`src/rtl/mem_arb_pkg.sv`:
```
// Shared types and widths for the fetch/LSU memory-port arbiter.
package mem_arb_pkg;
  localparam int ADDR_W = 30;
  localparam int DATA_W = 32;

  typedef enum logic [1:0] {IDLE, WAIT, RESP} arb_state_t;
  typedef enum logic {GRANT_INS, GRANT_LS} arb_grant_t;

  // Memory command as latched at grant time and held on the port until ack.
  typedef struct packed {
    logic              we;
    logic [ADDR_W-1:0] addr;
    logic [DATA_W-1:0] wdata;
    logic [3:0]        wstrb;
  } mem_cmd_t;
endpackage

```
`src/rtl/mem_arbiter_if.sv`:
```
// Requester and memory-side signals of the arbiter. The arbiter takes the
// master modport; requesters and memory (or a bench) take the slave modport.
interface mem_arbiter_if;
  import mem_arb_pkg::*;

  logic              ins_req;
  logic [ADDR_W-1:0] ins_addr;
  logic              ins_cancel;
  logic              ins_res;
  logic [DATA_W-1:0] ins_data;

  logic              ls_req;
  logic              ls_we;
  logic [ADDR_W-1:0] ls_addr;
  logic [DATA_W-1:0] ls_wdata;
  logic [3:0]        ls_wstrb;
  logic              ls_res;
  logic [DATA_W-1:0] ls_data;

  logic              mem_req;
  logic              mem_we;
  logic [ADDR_W-1:0] mem_addr;
  logic [DATA_W-1:0] mem_wdata;
  logic [3:0]        mem_wstrb;
  logic              mem_ack;
  logic [DATA_W-1:0] mem_rdata;

  modport master (
    input  ins_req, ins_addr, ins_cancel, ls_req, ls_we, ls_addr, ls_wdata,
           ls_wstrb, mem_ack, mem_rdata,
    output ins_res, ins_data, ls_res, ls_data, mem_req, mem_we, mem_addr,
           mem_wdata, mem_wstrb
  );

  modport slave (
    output ins_req, ins_addr, ins_cancel, ls_req, ls_we, ls_addr, ls_wdata,
           ls_wstrb, mem_ack, mem_rdata,
    input  ins_res, ins_data, ls_res, ls_data, mem_req, mem_we, mem_addr,
           mem_wdata, mem_wstrb
  );
endinterface

```
`src/rtl/mem_arb_pick.sv`:
```
// Combinational winner selection. MEM_ARB_RR_EN selects round-robin on
// conflict; otherwise the LSU has fixed priority over fetch.
module mem_arb_pick
  import mem_arb_pkg::*;
(
  input  logic       ins_req,
  input  logic       ls_req,
  input  arb_grant_t last,
  output logic       any,
  output arb_grant_t winner
);

`ifdef MEM_ARB_RR_EN
  always_comb begin
    any    = ins_req | ls_req;
    winner = GRANT_INS;
    if (ins_req && ls_req) winner = (last == GRANT_INS) ? GRANT_LS : GRANT_INS;
    else if (ls_req)       winner = GRANT_LS;
  end
`else
  logic unused_last;
  assign unused_last = last;

  always_comb begin
    any    = ins_req | ls_req;
    winner = ls_req ? GRANT_LS : GRANT_INS;
  end
`endif

endmodule

```
`src/rtl/mem_arbiter.sv`:
```
// Two-requester (fetch/LSU) arbiter for the shared memory port.
// Build option: MEM_ARB_RR_EN enables round-robin conflict resolution.
module mem_arbiter
  import mem_arb_pkg::*;
(
  input logic           cpu_clk,
  input logic           cpu_rst,
  mem_arbiter_if.master bus
);

  arb_state_t        state, state_nxt;
  arb_grant_t        grant, winner;
  logic              any;
  logic              cancel;
  mem_cmd_t          cmd;
  logic [DATA_W-1:0] ins_data, ls_data;

  mem_arb_pick u_pick (
    .ins_req (bus.ins_req),
    .ls_req  (bus.ls_req),
    .last    (grant),
    .any     (any),
    .winner  (winner)
  );

  always_ff @(posedge cpu_clk or posedge cpu_rst) begin
    if (cpu_rst) state <= IDLE;
    else         state <= state_nxt;
  end

  always_comb begin
    state_nxt = state;
    unique case (state)
      IDLE:    if (any) state_nxt = WAIT;
      WAIT:    if (bus.mem_ack) state_nxt = RESP;
      RESP:    state_nxt = IDLE;
      default: state_nxt = IDLE;
    endcase
  end

  // Outputs decode from the registered state, so reset clears them at once.
  always_comb begin
    bus.mem_req = (state == WAIT);
    bus.ins_res = (state == RESP) && (grant == GRANT_INS) && !cancel;
    bus.ls_res  = (state == RESP) && (grant == GRANT_LS);
  end

  always_ff @(posedge cpu_clk or posedge cpu_rst) begin
    if (cpu_rst) begin
      grant    <= GRANT_INS;
      cancel   <= 1'b0;
      cmd      <= '0;
      ins_data <= '0;
      ls_data  <= '0;
    end else begin
      unique case (state)
        IDLE: if (any) begin
          grant  <= winner;
          cancel <= (winner == GRANT_INS) && bus.ins_cancel;
          if (winner == GRANT_LS)
            cmd <= '{we: bus.ls_we, addr: bus.ls_addr, wdata: bus.ls_wdata,
                     wstrb: bus.ls_wstrb};
          else
            cmd <= '{we: 1'b0, addr: bus.ins_addr, wdata: '0, wstrb: 4'b0};
        end
        WAIT: begin
          if (grant == GRANT_INS && bus.ins_cancel) cancel <= 1'b1;
          // A cancelled fetch still captures data; only its pulse is dropped.
          if (bus.mem_ack) begin
            if (grant == GRANT_INS)  ins_data <= bus.mem_rdata;
            else if (!cmd.we)        ls_data  <= bus.mem_rdata;
          end
        end
        RESP:    cancel <= 1'b0;
        default: cancel <= 1'b0;
      endcase
    end
  end

  assign bus.mem_we    = cmd.we;
  assign bus.mem_addr  = cmd.addr;
  assign bus.mem_wdata = cmd.wdata;
  assign bus.mem_wstrb = cmd.wstrb;
  assign bus.ins_data  = ins_data;
  assign bus.ls_data   = ls_data;

endmodule

```
`src/flat_wrapper.sv`:
```
// flat-port wrapper written by rule: the top's interface ports become plain ports
module mem_arbiter_flat import mem_arb_pkg::*;
  (cpu_clk, cpu_rst, bus_ins_req, bus_ins_addr, bus_ins_cancel, bus_ls_req, bus_ls_we, bus_ls_addr, bus_ls_wdata, bus_ls_wstrb, bus_mem_ack, bus_mem_rdata, bus_ins_res, bus_ins_data, bus_ls_res, bus_ls_data, bus_mem_req, bus_mem_we, bus_mem_addr, bus_mem_wdata, bus_mem_wstrb);
  mem_arbiter_if bus_i ();
  input logic cpu_clk;
  input logic cpu_rst;
  input wire logic [$bits(bus_i.ins_req)-1:0] bus_ins_req;
  input wire logic [$bits(bus_i.ins_addr)-1:0] bus_ins_addr;
  input wire logic [$bits(bus_i.ins_cancel)-1:0] bus_ins_cancel;
  input wire logic [$bits(bus_i.ls_req)-1:0] bus_ls_req;
  input wire logic [$bits(bus_i.ls_we)-1:0] bus_ls_we;
  input wire logic [$bits(bus_i.ls_addr)-1:0] bus_ls_addr;
  input wire logic [$bits(bus_i.ls_wdata)-1:0] bus_ls_wdata;
  input wire logic [$bits(bus_i.ls_wstrb)-1:0] bus_ls_wstrb;
  input wire logic [$bits(bus_i.mem_ack)-1:0] bus_mem_ack;
  input wire logic [$bits(bus_i.mem_rdata)-1:0] bus_mem_rdata;
  output wire logic [$bits(bus_i.ins_res)-1:0] bus_ins_res;
  output wire logic [$bits(bus_i.ins_data)-1:0] bus_ins_data;
  output wire logic [$bits(bus_i.ls_res)-1:0] bus_ls_res;
  output wire logic [$bits(bus_i.ls_data)-1:0] bus_ls_data;
  output wire logic [$bits(bus_i.mem_req)-1:0] bus_mem_req;
  output wire logic [$bits(bus_i.mem_we)-1:0] bus_mem_we;
  output wire logic [$bits(bus_i.mem_addr)-1:0] bus_mem_addr;
  output wire logic [$bits(bus_i.mem_wdata)-1:0] bus_mem_wdata;
  output wire logic [$bits(bus_i.mem_wstrb)-1:0] bus_mem_wstrb;
  assign bus_i.ins_req = bus_ins_req;
  assign bus_i.ins_addr = bus_ins_addr;
  assign bus_i.ins_cancel = bus_ins_cancel;
  assign bus_i.ls_req = bus_ls_req;
  assign bus_i.ls_we = bus_ls_we;
  assign bus_i.ls_addr = bus_ls_addr;
  assign bus_i.ls_wdata = bus_ls_wdata;
  assign bus_i.ls_wstrb = bus_ls_wstrb;
  assign bus_i.mem_ack = bus_mem_ack;
  assign bus_i.mem_rdata = bus_mem_rdata;
  assign bus_ins_res = bus_i.ins_res;
  assign bus_ins_data = bus_i.ins_data;
  assign bus_ls_res = bus_i.ls_res;
  assign bus_ls_data = bus_i.ls_data;
  assign bus_mem_req = bus_i.mem_req;
  assign bus_mem_we = bus_i.mem_we;
  assign bus_mem_addr = bus_i.mem_addr;
  assign bus_mem_wdata = bus_i.mem_wdata;
  assign bus_mem_wstrb = bus_i.mem_wstrb;
  mem_arbiter u_core (.cpu_clk(cpu_clk), .cpu_rst(cpu_rst), .bus(bus_i));
endmodule
```
`config.mk`:
```
export PLATFORM = sky130hd
export DESIGN_NAME = mem_arbiter_flat
export DESIGN_NICKNAME = d
export VERILOG_FILES = /design/src/rtl/mem_arb_pkg.sv /design/src/rtl/mem_arbiter_if.sv /design/src/rtl/mem_arb_pick.sv /design/src/rtl/mem_arbiter.sv /design/src/flat_wrapper.sv
export SDC_FILE = /design/constraint.sdc
export NUM_CORES = 1
export LEC_CHECK = 0
export CORE_MARGIN = 2
export CORE_UTILIZATION = 40
export DETAILED_ROUTE_END_ITERATION = 12
export PLACE_DENSITY = 0.8
export SYNTH_ARGS = -nofsm -noshare
export SYNTH_HDL_FRONTEND = slang
export SYNTH_SLANG_ARGS = --single-unit
export TNS_END_PERCENT = 1
```
`constraint.sdc`:
```
create_clock -name cpu_clk -period 5.1 [get_ports cpu_clk]
set_input_delay 1.02 -clock cpu_clk [delete_from_list [all_inputs] [get_ports cpu_clk]]
set_output_delay 1.02 -clock cpu_clk [all_outputs]
set_load 0.01 [all_outputs]
```
==> flow_summary.html, run 1 <==
<table>
<tr><th>Metric</th><th>Value</th></tr>
<tr><th colspan="2">Clock network</th></tr>
<tr><td>Clock Latency Late Sink</td><td>410 ps</td></tr>
<tr><td>CTS resizes</td><td>0</td></tr>
<tr><td>Root buffer selected by CTS</td><td>sky130_fd_sc_hd__clkbuf_16</td></tr>
<tr><td>Number of buffers on the longest clock path</td><td>2</td></tr>
<tr><td>Number of buffers created by CTS</td><td>17</td></tr>
<tr><td>CTS Hold Bufs</td><td>0</td></tr>
<tr><td>CTS tree</td><td>built</td></tr>
<tr><td>Total clock sinks</td><td>135</td></tr>
<tr><td>Reg clk slew, reported paths</td><td>50 ps</td></tr>
<tr><td>H-Tree Level Count</td><td>4</td></tr>
<tr><td>Post-CTS Repair Setup Buffers</td><td>0</td></tr>
<tr><th colspan="2">Synthesis</th></tr>
<tr><td>Post-Synth Adder-Cell Area</td><td>0%</td></tr>
<tr><td>Post-synthesis sequential area ratio</td><td>63.03%</td></tr>
<tr><td>Post-Synthesis Cells</td><td>337</td></tr>
<tr><td>Fraction of synthesis flops using an asynchronous set or reset pin</td><td>100.0%</td></tr>
<tr><td>Total of flip-flops plus latches after synthesis</td><td>135</td></tr>
<tr><td>Area share of and/or/nand/nor cells after synthesis</td><td>1.401%</td></tr>
<tr><td>Xor and xnor fraction of the mapped netlist area</td><td>0%</td></tr>
<tr><td>Dominant combinational cell family by area after synthesis</td><td>multiplexers</td></tr>
<tr><td>Area share of the largest cell type after synthesis</td><td>63.03%</td></tr>
<tr><td>Most instantiated flip-flop cell in the synthesis netlist</td><td>sky130_fd_sc_hd__dfrtp_1</td></tr>
<tr><td>Synth top cells by count</td><td>sky130_fd_sc_hd__dfrtp_1, sky130_fd_sc_hd__mux2_2, sky130_fd_sc_hd__a22o_1</td></tr>
<tr><td>Synth warnings</td><td>0</td></tr>
<tr><td>Yosys top cell by area</td><td>sky130_fd_sc_hd__dfrtp_1</td></tr>
<tr><td>Compound-cell area share of the yosys netlist</td><td>6.629%</td></tr>
<tr><td>Number of enable flip-flop cells after synthesis</td><td>0</td></tr>
<tr><td>Netlist area before placement</td><td>5360 sq um</td></tr>
<tr><td>Count leader, synth</td><td>sky130_fd_sc_hd__dfrtp_1</td></tr>
<tr><td>Multiplexer share of the synthesized area</td><td>26.05%</td></tr>
<tr><td>Net count after synthesis</td><td>472</td></tr>
<tr><td>Average instance area after synthesis</td><td>15.91 sq um</td></tr>
<tr><td>Number of unique standard cell types used by synthesis</td><td>22</td></tr>
<tr><td>Leading cell types by total area after synthesis</td><td>sky130_fd_sc_hd__dfrtp_1, sky130_fd_sc_hd__mux2_2, sky130_fd_sc_hd__a22o_1, sky130_fd_sc_hd__buf_4, sky130_fd_sc_hd__buf_6</td></tr>
<tr><th colspan="2">Timing</th></tr>
<tr><td>Final setup violation count</td><td>0</td></tr>
<tr><td>Final hold vios</td><td>0</td></tr>
<tr><td>Post-route minimum period</td><td>3018 ps</td></tr>
<tr><td>Worst Clk Skew</td><td>7.432 ps</td></tr>
<tr><td>Rel. slew slack</td><td>33.22%</td></tr>
<tr><td>Final clock period utilization by the worst path</td><td>59.17%</td></tr>
<tr><td>Worst setup slack after layout</td><td>2082 ps</td></tr>
<tr><td>Max Transition Viols Final</td><td>0</td></tr>
<tr><td>RSZ-0062 raised after global routing</td><td>no</td></tr>
<tr><td>Setup TNS</td><td>0 ps</td></tr>
<tr><td>Max Clock Freq</td><td>331.4 MHz</td></tr>
<tr><td>Actual slew at the worst max-slew pin</td><td>999.4 ps</td></tr>
<tr><th colspan="2">Route</th></tr>
<tr><td>Antenna-violating nets left</td><td>0</td></tr>
<tr><td>Final WL</td><td>14310 um</td></tr>
<tr><td>Number of iterations in the first detailed-routing pass</td><td>4</td></tr>
<tr><td>Post-detailed-route DRC marker count</td><td>0</td></tr>
<tr><td>Via total after detailed routing</td><td>3895</td></tr>
<tr><td>Average wire per standard cell</td><td>18.00 um</td></tr>
<tr><td>Via-per-instance ratio</td><td>4.899</td></tr>
<tr><td>Number of DRC violations after detailed-routing iteration 0</td><td>95</td></tr>
<tr><th colspan="2">Job</th></tr>
<tr><td>Max-capacitance violation count</td><td>0</td></tr>
<tr><th colspan="2">Global route</th></tr>
<tr><td>Number of antenna violations at the first check in global routing</td><td>0</td></tr>
<tr><td>Pin count of the biggest net entering global routing</td><td>107</td></tr>
<tr><td>GRT Residual Overflow</td><td>0</td></tr>
<tr><td>Vias in the first global route</td><td>4242</td></tr>
<tr><td>First-pass GRT wire length</td><td>22070 um</td></tr>
<tr><td>Global Route Usage Sum</td><td>20.08%</td></tr>
<tr><th colspan="2">Die</th></tr>
<tr><td>Count of standard-cell rows</td><td>42</td></tr>
<tr><td>Vertical extent of the die</td><td>119.8 um</td></tr>
<tr><td>Full die area</td><td>14340 sq um</td></tr>
<tr><td>Floorplan die width</td><td>119.8 um</td></tr>
<tr><td>Core region area</td><td>13190 sq um</td></tr>
<tr><td>Num ports</td><td>269</td></tr>
<tr><td>Initial core utilization</td><td>40.64%</td></tr>
<tr><th colspan="2">Worst setup path</th></tr>
<tr><td>Capturing element of the worst setup path</td><td>u_core.bus.mem_addr[24]</td></tr>
<tr><td>Worst reg-to-reg path cell count</td><td>3</td></tr>
<tr><td>Type of the worst setup path</td><td>in2reg</td></tr>
<tr><td>R2R Path Start</td><td>u_core.state[1]</td></tr>
<tr><td>Signal arrival time at the worst endpoint</td><td>3310 ps</td></tr>
<tr><td>Slack of the worst reg-to-reg path</td><td>2970 ps</td></tr>
<tr><td>Endpoint kind of the worst setup timing path</td><td>register</td></tr>
<tr><td>Startpoint kind of the worst setup timing path</td><td>input port</td></tr>
<tr><td>Highest net fanout along the worst path</td><td>61</td></tr>
<tr><td>Capturing point of the worst reg2reg path</td><td>u_core.bus.ins_data[8]</td></tr>
<tr><td>Endpoint required time on the critical path</td><td>5390 ps</td></tr>
<tr><td>Setup crit start</td><td>bus_ls_req</td></tr>
<tr><th colspan="2">Min path</th></tr>
<tr><td>Worst hold-check path type</td><td>reg2reg</td></tr>
<tr><td>Hold path startpoint</td><td>u_core.bus.ls_data[3]</td></tr>
<tr><th colspan="2">Layout</th></tr>
<tr><td>Diode count</td><td>0</td></tr>
<tr><td>Number of inserted filler cells in the final layout</td><td>944</td></tr>
<tr><td>Share of final-layout standard cells stronger than drive strength 1</td><td>26.49%</td></tr>
<tr><td>Post-synthesis to final-layout area growth</td><td>64.59%</td></tr>
<tr><td>Number of nets in the layout</td><td>742</td></tr>
<tr><td>Final instance count without filler cells</td><td>795</td></tr>
<tr><th colspan="2">Place</th></tr>
<tr><td>Number of placed cells counting well taps</td><td>764</td></tr>
<tr><td>Final HPWL DP</td><td>10190 um</td></tr>
<tr><td>Routability-driven placement congestion ratio</td><td>0.7665</td></tr>
<tr><td>Buffers added on ports</td><td>268</td></tr>
<tr><td>Minimum setup slack after placement</td><td>1660 ps</td></tr>
<tr><th colspan="2">Power</th></tr>
<tr><td>Maximum ir drop on the vdd rail</td><td>0.0003438 V</td></tr>
<tr><td>Pwr per Cell Area</td><td>638.3 nW/um^2</td></tr>
<tr><td>Leakage power summed over all cells</td><td>0.003693 uW</td></tr>
<tr><th colspan="2">Run status</th></tr>
<tr><td>Status</td><td>completed</td></tr>
</table>
[routing by layer]
metal | global-route usage (%) | vias up | wire (um)
met3 | 8.175 | 32 | 1297
li1 | - | 1775 | -
met2 | 33.04 | 180 | 7021
met4 | 9.706 | 0 | 431
met1 | 22.70 | 1908 | 5560
met5 | 0 | - | 0
[kinds of logic after synthesis]
logic type | after synthesis
AO/OA/AOI/OAI | 42
buffers and inverters | 25
flip-flops | 135
multiplexers | 124
AND/OR/NAND/NOR | 11
[report_power, final]
group | switching [uW] | leakage [uW] | internal (uW) | total (uW)
registers | 302 | 0.00164 | 1610 | 1920
clock network | 435 | 0.000315 | 878 | 1310
logic | 902 | 0.00174 | 1500 | 2400
[how the worst min path moves through the flow]
stage	endpoint	cells past startpoint
final	u_core.bus.ls_data[3]	1
after global routing	u_core.bus.ins_data[19]	1
after CTS	u_core.bus.mem_addr[17]	1
after detailed placement	u_core.bus.mem_wdata[7]	1
after global placement	u_core.bus.mem_wdata[5]	1
after floorplan	u_core.cancel	1
[state kept, by name (all words and copies together) (netlist names)]
signal / count
u_core.bus.mem_addr: 30
u_core.state: 2
u_core.bus.mem_wdata: 32
u_core.bus.ins_data: 32
u_core.bus.mem_wstrb: 4
u_core.bus.mem_we: 1
u_core.bus.ls_data: 32
u_core.grant: 1
u_core.cancel: 1
[cell usage in the layout (no fill, tap or decap), types with 2 or more instances in the layout]
cell type and count:
sky130_fd_sc_hd__dfrtp_1 135, sky130_fd_sc_hd__clkbuf_16 17, sky130_fd_sc_hd__clkdlybuf4s50_1 268, sky130_fd_sc_hd__buf_4 5
sky130_fd_sc_hd__mux2_2 124, sky130_fd_sc_hd__clkbuf_8 5, sky130_fd_sc_hd__o21ai_0 2, sky130_fd_sc_hd__bufinv_16 4
sky130_fd_sc_hd__clkinv_2 3, sky130_fd_sc_hd__a22o_1 37, sky130_fd_sc_hd__nor2_1 2, sky130_fd_sc_hd__inv_1 2
[through the flow]
step | instance area [sq um] | hold slack (ps) | utilization, % | power (uW)
after floorplan | 5360 | 465.3 | - | 2962
after global placement | 8182 | 487.2 | 62.03 | 4271
after detailed placement | 8182 | 489.8 | 62.03 | 4356
after CTS | 8822 | 505.1 | 66.88 | 5696
after global routing | 8822 | 513.5 | 66.88 | 5909
final | 8822 | 500.8 | 66.88 | 5631
[layout make-up]
type                    instances  area, sq um  area share (%)
multi-input cells             177         1847           20.93
inverters                       3        16.27          0.1844
clock buffers                  23        498.0           5.645
flip-flops and latches        135         3378           38.29
clock inverters                 8        142.6           1.617
well taps                     176        220.2           2.496
repair buffers                273         2720           30.83
[worst max-delay path: stages]
cell and delay, ps:
sky130_fd_sc_hd__clkdlybuf4s50_1 460, sky130_fd_sc_hd__buf_4 360, sky130_fd_sc_hd__nor2_1 120, sky130_fd_sc_hd__or3_2 550
sky130_fd_sc_hd__buf_4 380, sky130_fd_sc_hd__mux2_2 360
(Power assumes the default switching activity.)
==> inputs of run 2 (changes only) <==
==> constraint.sdc (replaced) <==
create_clock -name cpu_clk -period 2.8 [get_ports cpu_clk]
set_input_delay 0.56 -clock cpu_clk [delete_from_list [all_inputs] [get_ports cpu_clk]]
set_output_delay 0.56 -clock cpu_clk [all_outputs]
set_load 0.01 [all_outputs]
==> run 2 against run 1 <==
  * Final cell count is 0.50% higher
  * Largest power group unchanged
  * Combinational power is 84% higher
  * Register-to-register slack worse by 2000 ps
  * Clock-buffer cell count stayed put
  * Sequential power is 83% higher
  * Worst setup slack worse by 1700 ps
  * Non-clock buffer count is 4 higher
  * Largest cell class unchanged
  * Clock power is 68% higher
  * Final area is 0.35% higher
  * Die area stayed put
  * Utilization is 0.24 points higher
==> flow_summary.html, run 2 (synthesis gave the netlist of run 1 again) <==
<table>
<tr><th>Metric</th><th>Value</th></tr>
<tr><th colspan="2">Timing</th></tr>
<tr><td>Final setup violation count</td><td>0 (unchanged)</td></tr>
<tr><td>Max Clock Freq</td><td>421.8 MHz</td></tr>
<tr><td>Rel. slew slack</td><td>64.96% (was 33.22%)</td></tr>
<tr><td>Final clock period utilization by the worst path</td><td>84.67%</td></tr>
<tr><td>Setup TNS</td><td>0 ps (unchanged)</td></tr>
<tr><td>Worst setup slack after layout</td><td>429.1 ps (was 2082 ps)</td></tr>
<tr><td>Worst Clk Skew</td><td>6.349 ps (was 7.432 ps)</td></tr>
<tr><td>Actual slew at the worst max-slew pin</td><td>525.6 ps (was 999.4 ps)</td></tr>
<tr><td>Max Transition Viols Final</td><td>0 (unchanged)</td></tr>
<tr><td>RSZ-0062 raised after global routing</td><td>no (unchanged)</td></tr>
<tr><td>Final hold vios</td><td>0 (unchanged)</td></tr>
<tr><td>Final hold slack</td><td>502.4 ps (was 500.8 ps)</td></tr>
<tr><td>Post-route minimum period</td><td>2371 ps</td></tr>
<tr><th colspan="2">Worst setup path</th></tr>
<tr><td>R2R Path Start</td><td>u_core.state[1] (unchanged)</td></tr>
<tr><td>Endpoint kind of the worst setup timing path</td><td>output port (was register)</td></tr>
<tr><td>Capturing point of the worst reg2reg path</td><td>u_core.bus.ls_data[19] (was u_core.bus.ins_data[8])</td></tr>
<tr><td>Slack of the worst reg-to-reg path</td><td>1020 ps (was 2970 ps)</td></tr>
<tr><td>Endpoint required time on the critical path</td><td>2240 ps (was 5390 ps)</td></tr>
<tr><td>Highest net fanout along the worst path</td><td>8 (was 61)</td></tr>
<tr><td>Type of the worst setup path</td><td>reg2out (was in2reg)</td></tr>
<tr><td>Startpoint kind of the worst setup timing path</td><td>register (was input port)</td></tr>
<tr><td>Setup crit start</td><td>u_core.state[0] (was bus_ls_req)</td></tr>
<tr><td>Worst reg-to-reg path cell count</td><td>4 (was 3)</td></tr>
<tr><td>Signal arrival time at the worst endpoint</td><td>1810 ps (was 3310 ps)</td></tr>
<tr><th colspan="2">Route</th></tr>
<tr><td>Final WL</td><td>14700 um (was 14310 um)</td></tr>
<tr><td>Number of DRC violations after detailed-routing iteration 0</td><td>172 (was 95)</td></tr>
<tr><td>Number of iterations in the first detailed-routing pass</td><td>4 (unchanged)</td></tr>
<tr><td>Via-per-instance ratio</td><td>4.866 (was 4.899)</td></tr>
<tr><td>Average wire per standard cell</td><td>18.40 um (was 18.00 um)</td></tr>
<tr><td>Post-detailed-route DRC marker count</td><td>0 (unchanged)</td></tr>
<tr><td>Antenna-violating nets left</td><td>0 (unchanged)</td></tr>
<tr><td>Via total after detailed routing</td><td>3888 (was 3895)</td></tr>
<tr><th colspan="2">Job</th></tr>
<tr><td>Max-capacitance violation count</td><td>0 (unchanged)</td></tr>
<tr><th colspan="2">Power</th></tr>
<tr><td>Maximum ir drop on the vdd rail</td><td>0.0005721 V (was 0.0003438 V)</td></tr>
<tr><td>Pwr per Cell Area</td><td>1144 nW/um^2 (was 638.3 nW/um^2)</td></tr>
<tr><td>Leakage power summed over all cells</td><td>0.003700 uW (was 0.003693 uW)</td></tr>
<tr><th colspan="2">Clock network</th></tr>
<tr><td>Root buffer selected by CTS</td><td>sky130_fd_sc_hd__clkbuf_16 (unchanged)</td></tr>
<tr><td>CTS Hold Bufs</td><td>0 (unchanged)</td></tr>
<tr><td>H-Tree Level Count</td><td>4 (unchanged)</td></tr>
<tr><td>Number of buffers on the longest clock path</td><td>2 (unchanged)</td></tr>
<tr><td>CTS tree</td><td>built (unchanged)</td></tr>
<tr><td>Clock Latency Late Sink</td><td>410 ps (about the same)</td></tr>
<tr><td>Total clock sinks</td><td>135 (unchanged)</td></tr>
<tr><td>Number of buffers created by CTS</td><td>17 (unchanged)</td></tr>
<tr><td>Reg clk slew, reported paths</td><td>50 ps (about the same)</td></tr>
<tr><td>Post-CTS Repair Setup Buffers</td><td>0 (unchanged)</td></tr>
<tr><td>CTS resizes</td><td>0 (unchanged)</td></tr>
<tr><th colspan="2">Global route</th></tr>
<tr><td>Global Route Usage Sum</td><td>20.82% (was 20.08%)</td></tr>
<tr><td>Pin count of the biggest net entering global routing</td><td>54 (was 107)</td></tr>
<tr><td>Vias in the first global route</td><td>4255 (was 4242)</td></tr>
<tr><td>Met3 demand-to-capacity share in global routing</td><td>8.222% (was 8.175%)</td></tr>
<tr><td>GRT Residual Overflow</td><td>0 (unchanged)</td></tr>
<tr><td>Number of antenna violations at the first check in global routing</td><td>0 (unchanged)</td></tr>
<tr><td>Met2 routing resource usage after global routing</td><td>36.25% (was 33.04%)</td></tr>
<tr><td>Met1 routing resource usage after global routing</td><td>22.81% (was 22.70%)</td></tr>
<tr><td>Busiest grt layer</td><td>met2 (unchanged)</td></tr>
<tr><td>First-pass GRT wire length</td><td>22800 um (was 22070 um)</td></tr>
<tr><th colspan="2">Layout</th></tr>
<tr><td>Multi-input combinational cell area</td><td>1847 sq um (unchanged)</td></tr>
<tr><td>Diode count</td><td>0 (unchanged)</td></tr>
<tr><td>Share of final-layout standard cells stronger than drive strength 1</td><td>26.97% (was 26.49%)</td></tr>
<tr><td>Top library cells by usage in the layout, fill and taps aside</td><td>sky130_fd_sc_hd__clkdlybuf4s50_1, sky130_fd_sc_hd__dfrtp_1, sky130_fd_sc_hd__mux2_2 (unchanged)</td></tr>
<tr><td>Final instance area</td><td>8853 sq um (was 8822 sq um)</td></tr>
<tr><td>Number of inserted filler cells in the final layout</td><td>935 (was 944)</td></tr>
<tr><td>Total area of sequential cells</td><td>3378 sq um (unchanged)</td></tr>
<tr><td>Number of nets in the layout</td><td>746 (was 742)</td></tr>
<tr><td>Most common library cell in the layout ignoring fill and taps</td><td>sky130_fd_sc_hd__clkdlybuf4s50_1 (unchanged)</td></tr>
<tr><td>Post-synthesis to final-layout area growth</td><td>65.17% (was 64.59%)</td></tr>
<tr><th colspan="2">Min path</th></tr>
<tr><td>Hold EP</td><td>u_core.bus.ins_data[9] (was u_core.bus.ls_data[3])</td></tr>
<tr><td>Number of cells on the worst hold path</td><td>1 (unchanged)</td></tr>
<tr><td>Hold path startpoint</td><td>u_core.bus.ins_data[9] (was u_core.bus.ls_data[3])</td></tr>
<tr><td>Worst hold-check path type</td><td>reg2reg (unchanged)</td></tr>
<tr><th colspan="2">Place</th></tr>
<tr><td>Buffers added on ports</td><td>268 (unchanged)</td></tr>
<tr><td>Minimum setup slack after placement</td><td>441.2 ps (was 1660 ps)</td></tr>
<tr><td>Routability-driven placement congestion ratio</td><td>0.7983 (was 0.7665)</td></tr>
<tr><td>Instance area at placement</td><td>8260 sq um (was 8182 sq um)</td></tr>
<tr><td>Final HPWL DP</td><td>10990 um (was 10190 um)</td></tr>
<tr><th colspan="2">Die</th></tr>
<tr><td>Vertical extent of the die</td><td>119.8 um (unchanged)</td></tr>
<tr><td>Initial core utilization</td><td>40.64% (unchanged)</td></tr>
<tr><td>Num ports</td><td>269 (unchanged)</td></tr>
<tr><td>Count of standard-cell rows</td><td>42 (unchanged)</td></tr>
<tr><td>Full die area</td><td>14340 sq um (unchanged)</td></tr>
<tr><td>Core region area</td><td>13190 sq um (unchanged)</td></tr>
<tr><td>Floorplan die width</td><td>119.8 um (unchanged)</td></tr>
<tr><th colspan="2">Run status</th></tr>
<tr><td>Status</td><td>completed (unchanged)</td></tr>
</table>
==> run 2: cell count changes in the layout (fill, tap and decap cells not counted), sizes merged <==
| cell | change |
|---|---|
| clkinv | +1 |
| buf | +4 |
| bufinv | -2 |
| inv | -1 |
| clkinvlp | +2 |
==> run 2: final cells by class <==
| type | count | share of cell area (%) |
|---|---|---|
| sequential | 135 | 38.16 |
| tap | 176 | 2.487 |
| clock inverter | 8 | 1.074 |
| clock buffer | 23 | 5.625 |
| timing repair buffer | 277 | 31.63 |
| multi-input combinational | 177 | 20.86 |
| inverter | 3 | 0.1696 |
==> run 2: worst max-delay path by stage <==
| stage | endpoint | cells past startpoint |
|---|---|---|
| 4_1_cts | bus_ins_res | 2 |
| 5_1_grt | bus_ins_res | 2 |
| 3_3_place_gp | u_core.bus.mem_addr[3] | 5 |
| 2_1_floorplan | u_core.bus.ins_data[0] | 1 |
| 6_report | bus_ins_res | 2 |
| 3_5_place_dp | u_core.bus.mem_wstrb[0] | 5 |
==> run 2: report_power, final <==
group	internal (uW)	switching [uW]	total, uW
clock network	1420	783	2200
logic	2760	1650	4420
registers	2940	570	3510
total	7120	3010	10100
==> run 2: worst max-delay path, stage by stage, from the launching register on <==
cell and delay [ps]:
sky130_fd_sc_hd__dfrtp_1 460, sky130_fd_sc_hd__nor4b_1 340, sky130_fd_sc_hd__clkdlybuf4s50_1 600
==> run 2: per-stage QoR <==
step	utilization, %	instances	power (uW)
final	67.12	799	10130
after global routing	67.12	799	10630
after CTS	67.12	799	10260
after detailed placement	62.63	768	8018
after global placement	62.63	768	7838
after floorplan	-	337	5396
==> run 2: per-layer routing <==
layer	vias up	part of all wire (%)
met5	-	0
met4	0	2.0
met3	25	7.9
met2	170	52
met1	1915	38
li1	1778	-
==> inputs of run 3 (changes only) <==
==> constraint.sdc (replaced) <==
create_clock -name cpu_clk -period 2.3 [get_ports cpu_clk]
set_input_delay 0.46 -clock cpu_clk [delete_from_list [all_inputs] [get_ports cpu_clk]]
set_output_delay 0.46 -clock cpu_clk [all_outputs]
set_load 0.01 [all_outputs]
==> run 3 against run 2 <==
  * Clock-buffer cell count is 1 lower
  * Critical path depth stayed put
  * Hold slack worse by 89 ps
  * Via count is 0.13% lower
  * Flip-flop and latch count stayed put
  * Worst setup slack worse by 270 ps
  * Combinational power is 24% higher
  * Global-route usage is 0.092 points higher
  * Register-to-register slack worse by 500 ps
  * Sequential power is 21% higher
  * Utilization is 0.15 points higher
  * Highest routed layer unchanged
==> flow_summary.html, run 3 (synthesis gave the netlist of run 1 again) <==
<table>
<tr><th>Metric</th><th>Value</th></tr>
<tr><th colspan="2">Power</th></tr>
<tr><td>Pwr per Cell Area</td><td>1401 nW/um^2 (was 1144 nW/um^2)</td></tr>
<tr><td>Maximum ir drop on the vdd rail</td><td>0.0008080 V (was 0.0005721 V)</td></tr>
<tr><td>Leakage power summed over all cells</td><td>0.003708 uW (was 0.003700 uW)</td></tr>
<tr><td>PnR Total Power</td><td>12430 uW (was 10130 uW)</td></tr>
<tr><th colspan="2">Run status</th></tr>
<tr><td>Status</td><td>completed (unchanged)</td></tr>
<tr><th colspan="2">Global route</th></tr>
<tr><td>Pin count of the biggest net entering global routing</td><td>62 (was 54)</td></tr>
<tr><td>Met3 demand-to-capacity share in global routing</td><td>8.222% (unchanged)</td></tr>
<tr><td>Global Route Usage Sum</td><td>20.91% (was 20.82%)</td></tr>
<tr><td>GRT Residual Overflow</td><td>0 (unchanged)</td></tr>
<tr><td>Met2 routing resource usage after global routing</td><td>35.14% (was 36.25%)</td></tr>
<tr><td>Met1 routing resource usage after global routing</td><td>23.78% (was 22.81%)</td></tr>
<tr><td>Vias in the first global route</td><td>4236 (was 4255)</td></tr>
<tr><td>First-pass GRT wire length</td><td>22960 um (was 22800 um)</td></tr>
<tr><td>Busiest grt layer</td><td>met2 (unchanged)</td></tr>
<tr><td>Number of antenna violations at the first check in global routing</td><td>0 (unchanged)</td></tr>
<tr><th colspan="2">Route</th></tr>
<tr><td>Via-per-instance ratio</td><td>4.860 (was 4.866)</td></tr>
<tr><td>Number of DRC violations after detailed-routing iteration 0</td><td>160 (was 172)</td></tr>
<tr><td>Post-detailed-route DRC marker count</td><td>0 (unchanged)</td></tr>
<tr><td>Final WL</td><td>14850 um (was 14700 um)</td></tr>
<tr><td>Antenna-violating nets left</td><td>0 (unchanged)</td></tr>
<tr><td>Number of iterations in the first detailed-routing pass</td><td>4 (unchanged)</td></tr>
<tr><td>Average wire per standard cell</td><td>18.59 um (was 18.40 um)</td></tr>
<tr><td>Via total after detailed routing</td><td>3883 (was 3888)</td></tr>
<tr><th colspan="2">Layout</th></tr>
<tr><td>Number of inserted filler cells in the final layout</td><td>946 (was 935)</td></tr>
<tr><td>Number of nets in the layout</td><td>746 (unchanged)</td></tr>
<tr><td>Most common library cell in the layout ignoring fill and taps</td><td>sky130_fd_sc_hd__clkdlybuf4s50_1 (unchanged)</td></tr>
<tr><td>Diode count</td><td>0 (unchanged)</td></tr>
<tr><td>Post-synthesis to final-layout area growth</td><td>65.55% (was 65.17%)</td></tr>
<tr><td>Final core utilization</td><td>67.27% (was 67.12%)</td></tr>
<tr><td>Final instance count without filler cells</td><td>799 (unchanged)</td></tr>
<tr><td>Top library cells by usage in the layout, fill and taps aside</td><td>sky130_fd_sc_hd__clkdlybuf4s50_1, sky130_fd_sc_hd__dfrtp_1, sky130_fd_sc_hd__mux2_2 (unchanged)</td></tr>
<tr><td>Share of final-layout standard cells stronger than drive strength 1</td><td>26.65% (was 26.97%)</td></tr>
<tr><th colspan="2">Die</th></tr>
<tr><td>Floorplan die width</td><td>119.8 um (unchanged)</td></tr>
<tr><td>Initial core utilization</td><td>40.64% (unchanged)</td></tr>
<tr><td>Full die area</td><td>14340 sq um (unchanged)</td></tr>
<tr><td>Vertical extent of the die</td><td>119.8 um (unchanged)</td></tr>
<tr><td>Num ports</td><td>269 (unchanged)</td></tr>
<tr><td>Core region area</td><td>13190 sq um (unchanged)</td></tr>
<tr><td>Count of standard-cell rows</td><td>42 (unchanged)</td></tr>
<tr><th colspan="2">Clock network</th></tr>
<tr><td>Reg clk slew, reported paths</td><td>60 ps (was 50 ps)</td></tr>
<tr><td>Number of buffers created by CTS</td><td>17 (unchanged)</td></tr>
<tr><td>CTS Hold Bufs</td><td>0 (unchanged)</td></tr>
<tr><td>H-Tree Level Count</td><td>4 (unchanged)</td></tr>
<tr><td>Root buffer selected by CTS</td><td>sky130_fd_sc_hd__clkbuf_16 (unchanged)</td></tr>
<tr><td>CTS tree</td><td>built (unchanged)</td></tr>
<tr><td>Total clock sinks</td><td>135 (unchanged)</td></tr>
<tr><td>Clock Latency Late Sink</td><td>410 ps (about the same)</td></tr>
<tr><td>Number of buffers on the longest clock path</td><td>2 (unchanged)</td></tr>
<tr><th colspan="2">Job</th></tr>
<tr><td>Max-capacitance violation count</td><td>0 (unchanged)</td></tr>
<tr><th colspan="2">Timing</th></tr>
<tr><td>Rel. slew slack</td><td>70.33% (was 64.96%)</td></tr>
<tr><td>Worst Clk Skew</td><td>6.358 ps (was 6.349 ps)</td></tr>
<tr><td>Actual slew at the worst max-slew pin</td><td>444.0 ps (was 525.6 ps)</td></tr>
<tr><td>Final clock period utilization by the worst path</td><td>92.91%</td></tr>
<tr><td>Final setup violation count</td><td>0 (unchanged)</td></tr>
<tr><td>Max Transition Viols Final</td><td>0 (unchanged)</td></tr>
<tr><td>Final hold vios</td><td>0 (unchanged)</td></tr>
<tr><td>Setup TNS</td><td>0 ps (unchanged)</td></tr>
<tr><td>Post-route minimum period</td><td>2137 ps</td></tr>
<tr><td>RSZ-0062 raised after global routing</td><td>no (unchanged)</td></tr>
<tr><td>Max Clock Freq</td><td>468.0 MHz</td></tr>
<tr><th colspan="2">Worst setup path</th></tr>
<tr><td>Endpoint kind of the worst setup timing path</td><td>output port (unchanged)</td></tr>
<tr><td>Slack of the worst reg-to-reg path</td><td>520 ps (was 1020 ps)</td></tr>
<tr><td>Startpoint kind of the worst setup timing path</td><td>register (unchanged)</td></tr>
<tr><td>Signal arrival time at the worst endpoint</td><td>1680 ps (was 1810 ps)</td></tr>
<tr><td>Endpoint required time on the critical path</td><td>1840 ps (was 2240 ps)</td></tr>
<tr><td>R2R Path Start</td><td>u_core.state[1] (unchanged)</td></tr>
<tr><td>Highest net fanout along the worst path</td><td>8 (unchanged)</td></tr>
<tr><td>Capturing point of the worst reg2reg path</td><td>u_core.bus.ls_data[19] (unchanged)</td></tr>
<tr><td>Type of the worst setup path</td><td>reg2out (unchanged)</td></tr>
<tr><td>Worst reg-to-reg path cell count</td><td>4 (unchanged)</td></tr>
<tr><th colspan="2">Min path</th></tr>
<tr><td>Worst hold-check path type</td><td>in2async (was reg2reg)</td></tr>
<tr><th colspan="2">Place</th></tr>
<tr><td>Number of placed cells counting well taps</td><td>768 (unchanged)</td></tr>
<tr><td>Buffers added on ports</td><td>268 (unchanged)</td></tr>
<tr><td>Final HPWL DP</td><td>10660 um (was 10990 um)</td></tr>
<tr><td>Routability-driven placement congestion ratio</td><td>0.8177 (was 0.7983)</td></tr>
</table>
[run 3: cell count changes in the layout (fill, tap and decap cells not counted)]
cell                              previous run  this run
sky130_fd_sc_hd__clkbuf_8                    5         2
sky130_fd_sc_hd__buf_12                      4         6
sky130_fd_sc_hd__buf_4                       5         3
sky130_fd_sc_hd__clkbuf_1                    1         3
sky130_fd_sc_hd__bufinv_16                   2         3
sky130_fd_sc_hd__clkdlybuf4s50_1           268       267
sky130_fd_sc_hd__dlygate4sd2_1               0         1
[run 3: critical path, stage by stage, from the launching register on]
cell	delay, ps
sky130_fd_sc_hd__dfrtp_1	470
sky130_fd_sc_hd__and3b_1	260
sky130_fd_sc_hd__clkdlybuf4s50_1	540
[run 3: how the worst max path moves through the flow]
stage | slack, ps | end | startpoint
floorplan | 160 | u_core.bus.ins_data[0] | cpu_rst
global placement | 160 | u_core.bus.ls_data[5] | bus_mem_ack
detailed placement | 150 | u_core.bus.ls_data[23] | bus_mem_ack
CTS | 150 | bus_ls_res | u_core.state[0]
global route | 120 | bus_ls_res | u_core.state[0]
finish | 160 | bus_ls_res | u_core.state[0]
[run 3: layout make-up]
class | count | area (sq um) | area share, %
multi-input cells | 177 | 1847 | 20.81
clock buffers | 22 | 464.2 | 5.231
clock inverters | 9 | 125.1 | 1.410
well taps | 176 | 220.2 | 2.482
inverters | 3 | 15.01 | 0.1692
flip-flops and latches | 135 | 3378 | 38.07
repair buffers | 277 | 2824 | 31.82
[run 3: per-stage QoR]
| step | setup slack, ps | hold slack, ps | instance area, sq um |
|---|---|---|---|
| after CTS | 154.9 | 404.6 | 8874 |
| after floorplan | 160.8 | 465.3 | 5364 |
| final | 163.1 | 413.5 | 8874 |
| after global placement | 164.5 | 486.7 | 8285 |
| after detailed placement | 145.2 | 490.6 | 8285 |
| after global routing | 120.1 | 449.2 | 8874 |
[run 3: layer usage]
metal	vias to the layer above	part of all wire (%)	wire, um
met5	-	0	0
met3	28	9.2	1369
li1	1779	-	-
met2	177	49	7315
met1	1899	39	5779
met4	0	2.6	386
[run 3: what timing repair did]
action,CTS,global route
resized for setup,1,0
setup buffers,0,0
setup endpoints to repair,1,0
[run 3: report_power, final]
part	switching, uW	total (uW)	internal [uW]
sequential	681	4260	3580
combinational	2060	5470	3410
clock	952	2700	1750
total	3690	12400	8740
